File: src/rtl/onehot_rr_arbiter_8.sv
// -----------------------------------------------------------------------------
// onehot_rr_arbiter_8
// Round-robin arbiter that shares one 8-way resource between 8 requesters.
// The owner keeps the grant for as long as it requests. Fairness comes from a
// rotating priority pointer that moves to (owner + 1) whenever a grant ends.
// Exactly one dead cycle (grant = 0) separates two consecutive owners.
//
// Optional feature (compile-time macro ARB_TIMEOUT_EN):
//   Each owner is limited to MAX_HOLD consecutive grant cycles. A forced
//   release drops the grant and pulses timeout for one cycle.
//   Without the macro there is no hold counter and timeout stays 0.
//
// Parameters:
//   MAX_HOLD  maximum consecutive grant cycles per owner (2..65535);
//             only used with ARB_TIMEOUT_EN
//
// Ports:
//   clk        rising-edge clock
//   rst        synchronous reset, active-high
//   req[7:0]   level-sensitive request vector, bit i = requester i
//   grant[7:0] registered one-hot grant, zero when the resource is free
//   grant_idx  encoded grant index; keeps the last owner while grant is zero
//   busy       high while grant is non-zero
//   timeout    one-cycle pulse on a forced release
// -----------------------------------------------------------------------------
module onehot_rr_arbiter_8 #(
   parameter int MAX_HOLD = 64
) (
   input  logic       clk,
   input  logic       rst,
   input  logic [7:0] req,
   output logic [7:0] grant,
   output logic [2:0] grant_idx,
   output logic       busy,
   output logic       timeout
);

   typedef enum logic [0:0] {
      IDLE  = 1'b0,
      OWNED = 1'b1
   } state_t;

   // Reject an out-of-range hold limit at elaboration time.
   if ((MAX_HOLD < 2) || (MAX_HOLD > 65535)) begin : g_bad_max_hold
      $error("onehot_rr_arbiter_8: MAX_HOLD must be in 2..65535");
   end

   state_t     state_r;
   state_t     state_next_s;
   logic [2:0] ptr_r;
   logic [2:0] ptr_next_s;
   logic [7:0] grant_r;
   logic [7:0] grant_next_s;
   logic [2:0] idx_r;
   logic [2:0] idx_next_s;
   logic       busy_r;
   logic       busy_next_s;
   logic       timeout_r;
   logic       timeout_next_s;
   logic [2:0] winner_s;
   logic       owner_req_s;
   logic       force_rel_s;
   logic       release_s;

   // First set request bit searching ptr, ptr+1, ... with 3-bit wrap-around.
   function automatic logic [2:0] rr_pick(input logic [7:0] r, input logic [2:0] p);
      logic [2:0] w;
      logic [2:0] idx;
      logic       found;
      w     = 3'd0;
      found = 1'b0;
      for (int i = 0; i < 8; i++) begin
         idx = p + 3'(i);
         if (!found && r[idx]) begin
            w     = idx;
            found = 1'b1;
         end else begin
            w     = w;
         end
      end
      return w;
   endfunction

   assign winner_s    = rr_pick(req, ptr_r);
   // In OWNED only the current owner's request bit matters.
   assign owner_req_s = req[idx_r];

`ifdef ARB_TIMEOUT_EN
   localparam int               CNT_W     = $clog2(MAX_HOLD + 1);
   // Counter is cleared on the grant edge, so the owner has held the grant
   // for MAX_HOLD cycles when the counter reads MAX_HOLD-1.
   localparam logic [CNT_W-1:0] HOLD_LAST = CNT_W'(MAX_HOLD - 1);

   logic [CNT_W-1:0] cnt_r;
   logic [CNT_W-1:0] cnt_next_s;

   // A still-requesting owner at its limit is forced off; a voluntary drop wins.
   assign force_rel_s = (state_r == OWNED) && owner_req_s && (cnt_r == HOLD_LAST);

   // Hold counter next value: counts OWNED cycles, cleared otherwise.
   always_comb begin
      cnt_next_s = cnt_r;
      case (state_r)
         IDLE: begin
            cnt_next_s = {CNT_W{1'b0}};
         end
         OWNED: begin
            if (owner_req_s && !force_rel_s) begin
               cnt_next_s = cnt_r + CNT_W'(1);
            end else begin
               cnt_next_s = {CNT_W{1'b0}};
            end
         end
         default: begin
            cnt_next_s = {CNT_W{1'b0}};
         end
      endcase
   end

   // Hold counter register.
   always_ff @(posedge clk) begin
      if (rst) begin
         cnt_r <= {CNT_W{1'b0}};
      end else begin
         cnt_r <= cnt_next_s;
      end
   end
`else
   assign force_rel_s = 1'b0;
`endif

   assign release_s = (state_r == OWNED) && (!owner_req_s || force_rel_s);

   // State, pointer and registered outputs.
   always_ff @(posedge clk) begin
      if (rst) begin
         state_r   <= IDLE;
         ptr_r     <= 3'd0;
         grant_r   <= 8'h00;
         idx_r     <= 3'd0;
         busy_r    <= 1'b0;
         timeout_r <= 1'b0;
      end else begin
         state_r   <= state_next_s;
         ptr_r     <= ptr_next_s;
         grant_r   <= grant_next_s;
         idx_r     <= idx_next_s;
         busy_r    <= busy_next_s;
         timeout_r <= timeout_next_s;
      end
   end

   // Next state and priority pointer.
   always_comb begin
      state_next_s = state_r;
      ptr_next_s   = ptr_r;
      case (state_r)
         IDLE: begin
            if (req != 8'h00) begin
               state_next_s = OWNED;
            end else begin
               state_next_s = IDLE;
            end
         end
         OWNED: begin
            if (release_s) begin
               state_next_s = IDLE;
               ptr_next_s   = idx_r + 3'd1;
            end else begin
               state_next_s = OWNED;
            end
         end
         default: begin
            state_next_s = IDLE;
         end
      endcase
   end

   // Next values of the registered outputs.
   always_comb begin
      grant_next_s   = grant_r;
      idx_next_s     = idx_r;
      busy_next_s    = busy_r;
      timeout_next_s = 1'b0;
      case (state_r)
         IDLE: begin
            if (req != 8'h00) begin
               grant_next_s = 8'h01 << winner_s;
               idx_next_s   = winner_s;
               busy_next_s  = 1'b1;
            end else begin
               grant_next_s = 8'h00;
               busy_next_s  = 1'b0;
            end
         end
         OWNED: begin
            if (release_s) begin
               grant_next_s   = 8'h00;
               busy_next_s    = 1'b0;
               timeout_next_s = force_rel_s;
            end else begin
               busy_next_s    = 1'b1;
            end
         end
         default: begin
            grant_next_s = 8'h00;
            busy_next_s  = 1'b0;
         end
      endcase
   end

   assign grant     = grant_r;
   assign grant_idx = idx_r;
   assign busy      = busy_r;
   assign timeout   = timeout_r;

endmodule

File: config.mk
export PLATFORM = sky130hd
export DESIGN_NAME = onehot_rr_arbiter_8
export DESIGN_NICKNAME = d
export VERILOG_FILES = /design/src/rtl/onehot_rr_arbiter_8.sv
export SDC_FILE = /design/constraint.sdc
export NUM_CORES = 1
export LEC_CHECK = 0
export CORE_ASPECT_RATIO = 0.9
export CORE_MARGIN = 8
export CORE_UTILIZATION = 30
export DETAILED_ROUTE_END_ITERATION = 10
export PLACE_DENSITY = 0.57
export SYNTH_ARGS = -nofsm -noshare
export SYNTH_HDL_FRONTEND = slang
export SYNTH_SLANG_ARGS = --single-unit
export TNS_END_PERCENT = 30
File: constraint.sdc
create_clock -name clk -period 8 [get_ports clk]
set_clock_uncertainty 0.05 [all_clocks]
set_input_delay 0.8 -clock clk [delete_from_list [all_inputs] [get_ports clk]]
set_output_delay 0.8 -clock clk [all_outputs]
set_load 0.02 [all_outputs]
==> results.sh, run 1 <==
export IMPL_cap_violations=0
export IMPL_timing_fmax_mhz=286
export IMPL_clk_pin_slew_ns=0.06
export IMPL_dieArea_um2=8680
export IMPL_met3_length_um=193
export IMPL_yosys_area_top_type_share=0.168
export IMPL_clock_sinks=15
export IMPL_slew_headroom=0.366
export IMPL_crit_fanout=12
export IMPL_yosys_area_top_type="dfxtp_1"
export IMPL_fin_tns_setup_ns=0
export IMPL_wl_met1_um=2260
export IMPL_vias_per_cell=5.77
export IMPL_whs_ns=0.405
export IMPL_cts_tree="built"
export IMPL_cp_end_kind="flip-flop"
export IMPL_hold_buffers=0
export IMPL_wl_um=4620
export IMPL_cp_required_ns=8.11
export IMPL_drt_pass1_iter_count=4
export IMPL_drt_iter0_markers=94
export IMPL_grt_pass1_vias=1589
export IMPL_cp_arrival_ns=3.61
export IMPL_dp_hpwl_um=3490
export IMPL_min_period_over_period=0.437
export IMPL_synth_top_cells_by_area="dfxtp_1 (17%), mux4_2 (16%), mux2i_1 (5.6%)"
export IMPL_drv_slew=0
export IMPL_p_per_area_nw_per_um2=223
export IMPL_vdd_drop_max_uv=107
export IMPL_fin_nets=222
export IMPL_routedWlPerCell_um=16.6
export IMPL_clkLatencyLatePin_ns=0.25
export IMPL_cts_buffers=3
export IMPL_yosysWarnings=0
export IMPL_grt_setup_unrepaired="no"
export IMPL_fill_cells=596
export IMPL_ant_nets=0
export IMPL_status="finished clean"
export IMPL_power_mw=0.458
export IMPL_drc_errors=0
export IMPL_yosys_area_share_xor_xnor=0.0385
export IMPL_antenna_cells=0
export IMPL_synth_compound_area_share=0.224
export IMPL_worstSetupPathType="input pin to flip-flop"
export IMPL_finalCriticalPeriod_ns=3.49
export IMPL_min_path_type="flip-flop to flip-flop"
export IMPL_std_cell_rows=26
export IMPL_critPathLaunchType="input pin"
export IMPL_clockBufferDepth=2
export IMPL_syn_area_um2=1790
export IMPL_syn_avg_cell_area_um2=9.02
export IMPL_area_growth_pct=14.9
export IMPL_dieWidth_um=97.3
export IMPL_async_reset_ff_frac=0
export IMPL_synthCells=198
export IMPL_synth_adder_area_share=0.0210
export IMPL_grt_start_max_net_pins=31
export IMPL_ys_ff_latch=15
export IMPL_ys_seq_area_frac=0.168
export IMPL_core_area_um2=5730
export IMPL_dr_wl_met2_um=2130
export IMPL_synthMuxAreaShare=0.302
export IMPL_vias=1605
export IMPL_ys_flop_type="dfxtp_1"
export IMPL_drive_gt1_frac=0.168
export IMPL_hold_viol=0
export IMPL_initial_core_util=0.312
export IMPL_syn_nets=211
export IMPL_setup_viol=0
export IMPL_synthSimpleGateAreaFrac=0.173
export IMPL_post_cts_resized=0
export IMPL_synth_top_family_by_area="multiplexers"
export IMPL_fp_dieH_um=89.2
export IMPL_grt_pass1_wl_um=7880
export IMPL_grt_usage=0.109
export IMPL_synth_cell_types=60
export IMPL_overflow=0
export IMPL_io_pins=23
export IMPL_top_layer="met4"
export IMPL_post_cts_repair_setup_buffers=0
export IMPL_port_buffers=21
export IMPL_worst_slew_pin_slew_ns=0.949
export IMPL_synth_edf_count=0
export IMPL_p_leak_nw=0.704
export IMPL_clockRootBuffer="clkbuf_8"
export IMPL_htreeDepth=1
export IMPL_routabilityCongestion=0.833
export IMPL_antenna_found_initial=0
-- final timing paths --
kind / startpoint / end / slack, ns / cells past startpoint
worst min-delay path: grant[0] / grant[0] / 0.40 / 2
worst min register to register: grant[0] / grant[0] / 0.40 / 2
worst max register to register: ptr_r[1] / grant[6] / 4.66 / 9
worst max-delay path: req[5] / grant[6] / 4.51 / 8
-- cells in the final DEF (no fill, tap or decap), types with 3 or more instances in the layout --
cell,synthesis,final
xor2_1,3,3
nand2b_1,3,3
o31ai_1,9,9
mux2_2,6,6
a21oi_1,9,9
inv_1,8,8
mux4_1,3,3
clkdlybuf4s50_1,0,21
nand2_1,19,19
clkbuf_8,0,3
mux4_2,13,13
xnor2_1,3,3
o21ai_0,7,7
mux2i_1,10,10
dfxtp_1,15,15
nor3_1,5,5
ha_1,3,3
a31oi_1,3,3
nor2_1,11,11
nand3_1,6,6
a221oi_1,3,3
-- where the power goes --
group          total (mW)  switching, mW  internal (mW)
combinational       0.293          0.163          0.130
sequential          0.103         0.0165         0.0869
clock              0.0615         0.0270         0.0345
total               0.458          0.207          0.252
-- logic make-up after synthesis --
logic type      Yosys count
compound gates           53
xor+xnor                  7
fa+ha+maj                 3
buf+inv                  26
flops                    15
mux                      32
other cells               1
simple gates             61
-- cell usage after synthesis, drive strengths merged, types with 3 or more instances --
| master | number |
|---|---|
| mux4 | 16 |
| o31ai | 9 |
| clkbuf | 7 |
| a221oi | 4 |
| mux2i | 10 |
| xor2 | 4 |
| nand2b | 3 |
| dfxtp | 15 |
| nor3 | 5 |
| buf | 10 |
| inv | 8 |
| nor2 | 11 |
| ha | 3 |
| o21ai | 9 |
| xnor2 | 3 |
| nand2 | 19 |
| nand3 | 6 |
| mux2 | 6 |
| a21oi | 9 |
| and3 | 3 |
| a31oi | 4 |
-- through the flow --
step                area, um2   util  worst slack (ns)  std cells
floorplan                1790      -              4.64        198
global placement         2000  0.350              4.33        274
detailed placement       2000  0.350              4.26        274
CTS                      2050  0.358              4.52        278
global route             2050  0.358              4.29        278
finish                   2050  0.358              4.51        278
-- metal layers --
metal,GRT usage,vias up
met2,0.183,43
li1,-,790
met1,0.142,768
met5,0,-
met3,0.0193,4
met4,0.0261,0
-- worst max-delay path, cell delays in order --
cell             delay [ns]
clkdlybuf4s50_1        0.62
mux4_2                 0.60
mux2i_1                0.17
a32oi_1                0.19
or4_4                  0.63
o21ai_2                0.20
a32oi_2                0.11
o31ai_1                0.27
-- state kept, by name (all words and copies together) (netlist names) --
| name | flops |
|---|---|
| grant | 8 |
| grant_idx | 3 |
| ptr_r | 3 |
| busy | 1 |
-- cell type report --
type / instances / area [um2] / share of cell area
clock buffers: 3 / 41.3 / 0.0201
clock inverters: 1 / 5.00 / 0.00244
inverters: 9 / 33.8 / 0.0165
multi-input cells: 157 / 1360 / 0.662
flip-flops and latches: 15 / 300 / 0.146
well taps: 70 / 87.6 / 0.0427
repair buffers: 23 / 225 / 0.110
Power figures use the tool's default switching activity.
==> run 2, diff against run 1 <==
--- a/config.mk
+++ b/config.mk
@@ -9,7 +9,7 @@
 export CORE_MARGIN = 8
 export CORE_UTILIZATION = 30
 export DETAILED_ROUTE_END_ITERATION = 10
-export PLACE_DENSITY = 0.57
+export PLACE_DENSITY = 0.58
 export SYNTH_ARGS = -nofsm -noshare
 export SYNTH_HDL_FRONTEND = slang
 export SYNTH_SLANG_ARGS = --single-unit
==> constraint.sdc (replaced) <==
create_clock -name clk -period 3.2 [get_ports clk]
set_clock_uncertainty 0.05 [all_clocks]
set_input_delay 0.32 -clock clk [delete_from_list [all_inputs] [get_ports clk]]
set_output_delay 0.32 -clock clk [all_outputs]
set_load 0.02 [all_outputs]
==> results.sh, run 2 (synthesized netlist as in run 1, its figures left out) <==
export IMPL_largest_register_ffs=8
export IMPL_initial_core_util=0.312
export IMPL_vias=1681
export IMPL_clk_pin_slew_ns=0.06
export IMPL_vdd_drop_max_uv=372
export IMPL_cp_required_ns=3.30
export IMPL_r2r_end="grant[5]"
export IMPL_drt_pass1_iter_count=4
export IMPL_final_cells=295
export IMPL_dieArea_um2=8680
export IMPL_clock_sinks=15
export IMPL_crit_fanout=6
export IMPL_overflow=0
export IMPL_min_period_over_period=0.934
export IMPL_p_per_area_nw_per_um2=547
export IMPL_port_buffers=21
export IMPL_p_leak_nw=0.789
export IMPL_reg2reg_slack_ns=0.21
export IMPL_area_growth_pct=24.2
export IMPL_cp_end_kind="flip-flop"
export IMPL_status="finished clean"
export IMPL_worstSetupPathType="flip-flop to flip-flop"
export IMPL_io_pins=23
export IMPL_cp_arrival_ns=3.09
export IMPL_std_cell_rows=26
export IMPL_drc_errors=0
export IMPL_min_delay_worst_endpoint="grant[0]"
export IMPL_grt_setup_unrepaired="no"
export IMPL_grt_pass1_wl_um=8510
export IMPL_cp_num_buf_inv=1
export IMPL_cpLargestDelayFamily="compound AO/OA/AOI/OAI gates"
export IMPL_cts_tree="built"
export IMPL_clockBufferDepth=2
export IMPL_fp_dieH_um=89.2
export IMPL_layout_commonest_cell="clkdlybuf4s50_1"
export IMPL_cap_violations=0
export IMPL_vias_per_cell=5.70
export IMPL_min_delay_start="grant[0]"
export IMPL_antenna_cells=0
export IMPL_setup_viol=0
export IMPL_power_mw=1.21
export IMPL_ant_nets=0
export IMPL_slew_headroom=0.488
export IMPL_crit_path_top_delay_cell="or4_4"
export IMPL_design_area_um2=2220
export IMPL_drive_gt1_frac=0.258
export IMPL_routabilityCongestion=0.828
export IMPL_r2r_start="ptr_r[0]"
export IMPL_antenna_found_initial=0
export IMPL_whs_ns=0.410
export IMPL_placed_area_um2=2130
export IMPL_numPlacedInstances=290
export IMPL_core_area_um2=5730
export IMPL_worst_slew_pin_slew_ns=0.767
export IMPL_clkLatencyLatePin_ns=0.24
export IMPL_drt_iter0_markers=124
export IMPL_clockRootBuffer="clkbuf_8"
export IMPL_cts_buffers=3
export IMPL_reg2reg_depth=9
export IMPL_wl_um=4840
export IMPL_grt_usage=0.116
export IMPL_finalCriticalPeriod_ns=2.99
export IMPL_routedWlPerCell_um=16.4
export IMPL_critPathLaunchType="flip-flop"
export IMPL_dieWidth_um=97.3
export IMPL_dp_hpwl_um=3780
export IMPL_htreeDepth=1
export IMPL_holdPathStages=2
export IMPL_layout_common_cells="clkdlybuf4s50_1 (21), nand2_1 (19), buf_4 (19)"
export IMPL_grt_pass1_vias=1740
export IMPL_max_stage_delay_ns=0.62
export IMPL_fin_nets=239
export IMPL_drv_slew=0
export IMPL_hold_viol=0
export IMPL_grt_start_max_net_pins=31
export IMPL_cp_cell_sequence="inv_1 -> ha_4 -> mux4_2 -> mux2i_1 -> a32oi_1 -> or4_4 -> o21ai_4 -> a32oi_2 -> o31ai_1"
export IMPL_min_path_type="flip-flop to flip-flop"
export IMPL_timing_fmax_mhz=335
## run 2: cell types whose count changed in the layout (fill, tap and decap cells not counted), sizes merged
cell / change
buf: +17
## run 2: final cells by class
class | count | area [um2]
Inverter | 9 | 33.8
Fill cell | 593 | 3510
Multi-Input combinational cell | 157 | 1400
Sequential cell | 15 | 302
Clock buffer | 3 | 41.3
Tap cell | 70 | 87.6
Clock inverter | 1 | 5.00
Timing Repair Buffer | 40 | 353
## run 2: what timing repair did
item	CTS	global route
endpoints found under the setup margin	1	9
hold buffers	0	0
gates resized for setup	1	6
pin swaps	0	1
cloned	0	0
hold endpoints to repair	0	0
buffers inserted	0	1
## run 2: how the worst max path moves through the flow
stage	from	to	slack, ns	cells past startpoint
2_1_floorplan	ptr_r[1]	grant[4]	0.03	11
3_3_place_gp	req[4]	grant[7]	0.004	9
3_5_place_dp	req[2]	grant[5]	-0.007	8
4_1_cts	ptr_r[1]	grant[5]	0.05	9
5_1_grt	ptr_r[2]	grant[1]	0.03	7
6_report	ptr_r[0]	grant[5]	0.21	9
## run 2: per-stage QoR
stage                      TNS, ns  setup slack [ns]  utilization
final                            0             0.211        0.387
after global routing             0            0.0250        0.387
after floorplan                  0            0.0316            -
after CTS                        0            0.0477        0.380
after detailed placement  -0.00698          -0.00698        0.371
after global placement           0           0.00384        0.371
## run 2: report_power, final
part           switching, mW  internal, mW
Combinational          0.434         0.374
Sequential            0.0380         0.218
Clock                 0.0640        0.0860
Total                  0.537         0.677
## run 2: metal layers
metal | vias up | wire length [um] | track usage
met3 | 4 | 130 | 0.0124
met1 | 827 | 2430 | 0.149
li1 | 821 | - | -
met5 | - | 0 | 0
met2 | 29 | 2240 | 0.203
met4 | 0 | 39 | 0.0261
## run 2: worst register-to-register path, stage by stage, from the launching register on
cell and delay, ns:
dfxtp_2 0.32, inv_1 0.08, ha_4 0.33, mux4_2 0.55, mux2i_1 0.16, a32oi_1 0.18
or4_4 0.62, o21ai_4 0.20, a32oi_2 0.11, o31ai_1 0.30
==> run 3, diff against run 2 <==
--- a/config.mk
+++ b/config.mk
@@ -9,7 +9,7 @@
 export CORE_MARGIN = 8
 export CORE_UTILIZATION = 30
 export DETAILED_ROUTE_END_ITERATION = 10
-export PLACE_DENSITY = 0.58
+export PLACE_DENSITY = 0.54
 export SYNTH_ARGS = -nofsm -noshare
 export SYNTH_HDL_FRONTEND = slang
 export SYNTH_SLANG_ARGS = --single-unit
==> results.sh, run 3 (synthesized netlist as in run 1, its figures left out) <==
export IMPL_min_period_over_period=0.943
export IMPL_fin_tns_setup_ns=0
export IMPL_critPathLaunchType="flip-flop"
export IMPL_htreeDepth=1
export IMPL_drv_slew=0
export IMPL_seqCellArea_um2=302
export IMPL_design_area_um2=2190
export IMPL_timing_fmax_mhz=331
export IMPL_p_leak_nw=0.781
export IMPL_hold_buffers=0
export IMPL_dp_hpwl_um=3750
export IMPL_clockBufferDepth=2
export IMPL_clockRootBuffer="clkbuf_8"
export IMPL_cp_cell_sequence="inv_1 -> ha_4 -> mux4_2 -> mux2i_1 -> a32oi_1 -> or4_4 -> o21ai_2 -> a32oi_2 -> o31ai_1"
export IMPL_dieArea_um2=8680
export IMPL_p_per_area_nw_per_um2=554
export IMPL_vdd_drop_max_uv=331
export IMPL_numPlacedInstances=290
export IMPL_whs_ns=0.417
export IMPL_cts_tree="built"
export IMPL_fin_nets=238
export IMPL_final_cells=294
export IMPL_cts_buffers=3
export IMPL_slew_headroom=0.573
export IMPL_antenna_cells=0
export IMPL_routedWlPerCell_um=16.5
export IMPL_max_stage_delay_ns=0.59
export IMPL_min_path_type="flip-flop to flip-flop"
export IMPL_port_buffers=21
export IMPL_grt_pass1_vias=1629
export IMPL_hold_viol=0
export IMPL_wl_um=4860
export IMPL_clk_pin_slew_ns=0.07
export IMPL_grt_usage=0.112
export IMPL_core_area_um2=5730
export IMPL_std_cell_rows=26
export IMPL_grt_setup_unrepaired="no"
export IMPL_finalCriticalPeriod_ns=3.02
export IMPL_drc_errors=0
export IMPL_io_pins=23
export IMPL_cp_required_ns=3.32
export IMPL_worstSetupPathType="flip-flop to flip-flop"
export IMPL_dieWidth_um=97.3
export IMPL_fp_dieH_um=89.2
export IMPL_antenna_found_initial=0
export IMPL_layout_commonest_cell="clkdlybuf4s50_1"
export IMPL_setup_viol=0
export IMPL_cp_end_kind="flip-flop"
export IMPL_cap_violations=0
export IMPL_reg2reg_slack_ns=0.18
export IMPL_power_mw=1.21
export IMPL_vias=1701
export IMPL_grt_pass1_wl_um=8160
export IMPL_grt_start_max_net_pins=31
export IMPL_crit_fanout=5
export IMPL_multi_input_area_um2=1370
export IMPL_vias_per_cell=5.79
export IMPL_drt_iter0_markers=83
export IMPL_clock_sinks=15
export IMPL_drive_gt1_frac=0.241
export IMPL_area_growth_pct=22.5
export IMPL_placed_area_um2=2130
export IMPL_drt_pass1_iter_count=4
export IMPL_post_cts_repair_setup_buffers=0
export IMPL_routabilityCongestion=0.819
export IMPL_fill_cells=597
export IMPL_worst_slew_pin_slew_ns=0.640
export IMPL_overflow=0
export IMPL_largest_register_ffs=8
export IMPL_status="finished clean"
export IMPL_layout_common_cells="clkdlybuf4s50_1 (21), nand2_1 (19), buf_4 (18)"
export IMPL_initial_core_util=0.312
export IMPL_crit_path_top_delay_cell="or4_4"
export IMPL_ant_nets=0
export IMPL_cp_arrival_ns=3.14
export IMPL_clkLatencyLatePin_ns=0.25
## run 3: worst max-delay path, delay by kind of cell, from the launching register on
| kind | cells | cell delay, ns |
|---|---|---|
| AO/OA/AOI/OAI | 4 | 0.79 |
| adder cells (fa/ha/maj) | 1 | 0.34 |
| buffers and inverters | 1 | 0.12 |
| flip-flops | 1 | 0.33 |
| multiplexers | 2 | 0.71 |
| AND/OR/NAND/NOR | 1 | 0.59 |
## run 3: metal layers
metal | vias to the layer above | wire, um | global-route usage | part of all wire
met5 | - | 0 | 0 | 0
met2 | 42 | 2040 | 0.168 | 0.42
li1 | 816 | - | - | -
met3 | 8 | 169 | 0.0131 | 0.035
met4 | 0 | 66 | 0.0398 | 0.014
met1 | 835 | 2580 | 0.162 | 0.53
## run 3: path summary, 6_finish.rpt
kind / startpoint / end / cells after the start
hold reg to reg: grant[4] / grant[4] / 2
setup / recovery: ptr_r[1] / grant[6] / 9
hold / removal: grant[4] / grant[4] / 2
setup reg to reg: ptr_r[1] / grant[6] / 9
## run 3: layout make-up
cell class | instances | area share
multi-input combinational | 157 | 0.628
timing repair buffer | 39 | 0.158
sequential | 15 | 0.138
tap | 70 | 0.0400
clock buffer | 3 | 0.0189
inverter | 9 | 0.0154
clock inverter | 1 | 0.00229
## run 3: stage by stage
| stage | worst slack, ns | util |
|---|---|---|
| 2_1_floorplan | 0.0316 | - |
| 3_3_place_gp | 0.0923 | 0.371 |
| 3_5_place_dp | 0.0836 | 0.371 |
| 4_1_cts | 0.0529 | 0.379 |
| 5_1_grt | 0.0135 | 0.382 |
| 6_report | 0.181 | 0.382 |
## run 3: power by group
part	switching, mW	internal (mW)
combinational	0.430	0.371
clock	0.0713	0.0863
sequential	0.0367	0.218
## run 3: what timing repair did
item / in CTS / in global routing
endpoints found under the setup margin: 0 / 9
hold endpoints to repair: 0 / 0
gates resized for setup: 0 / 3
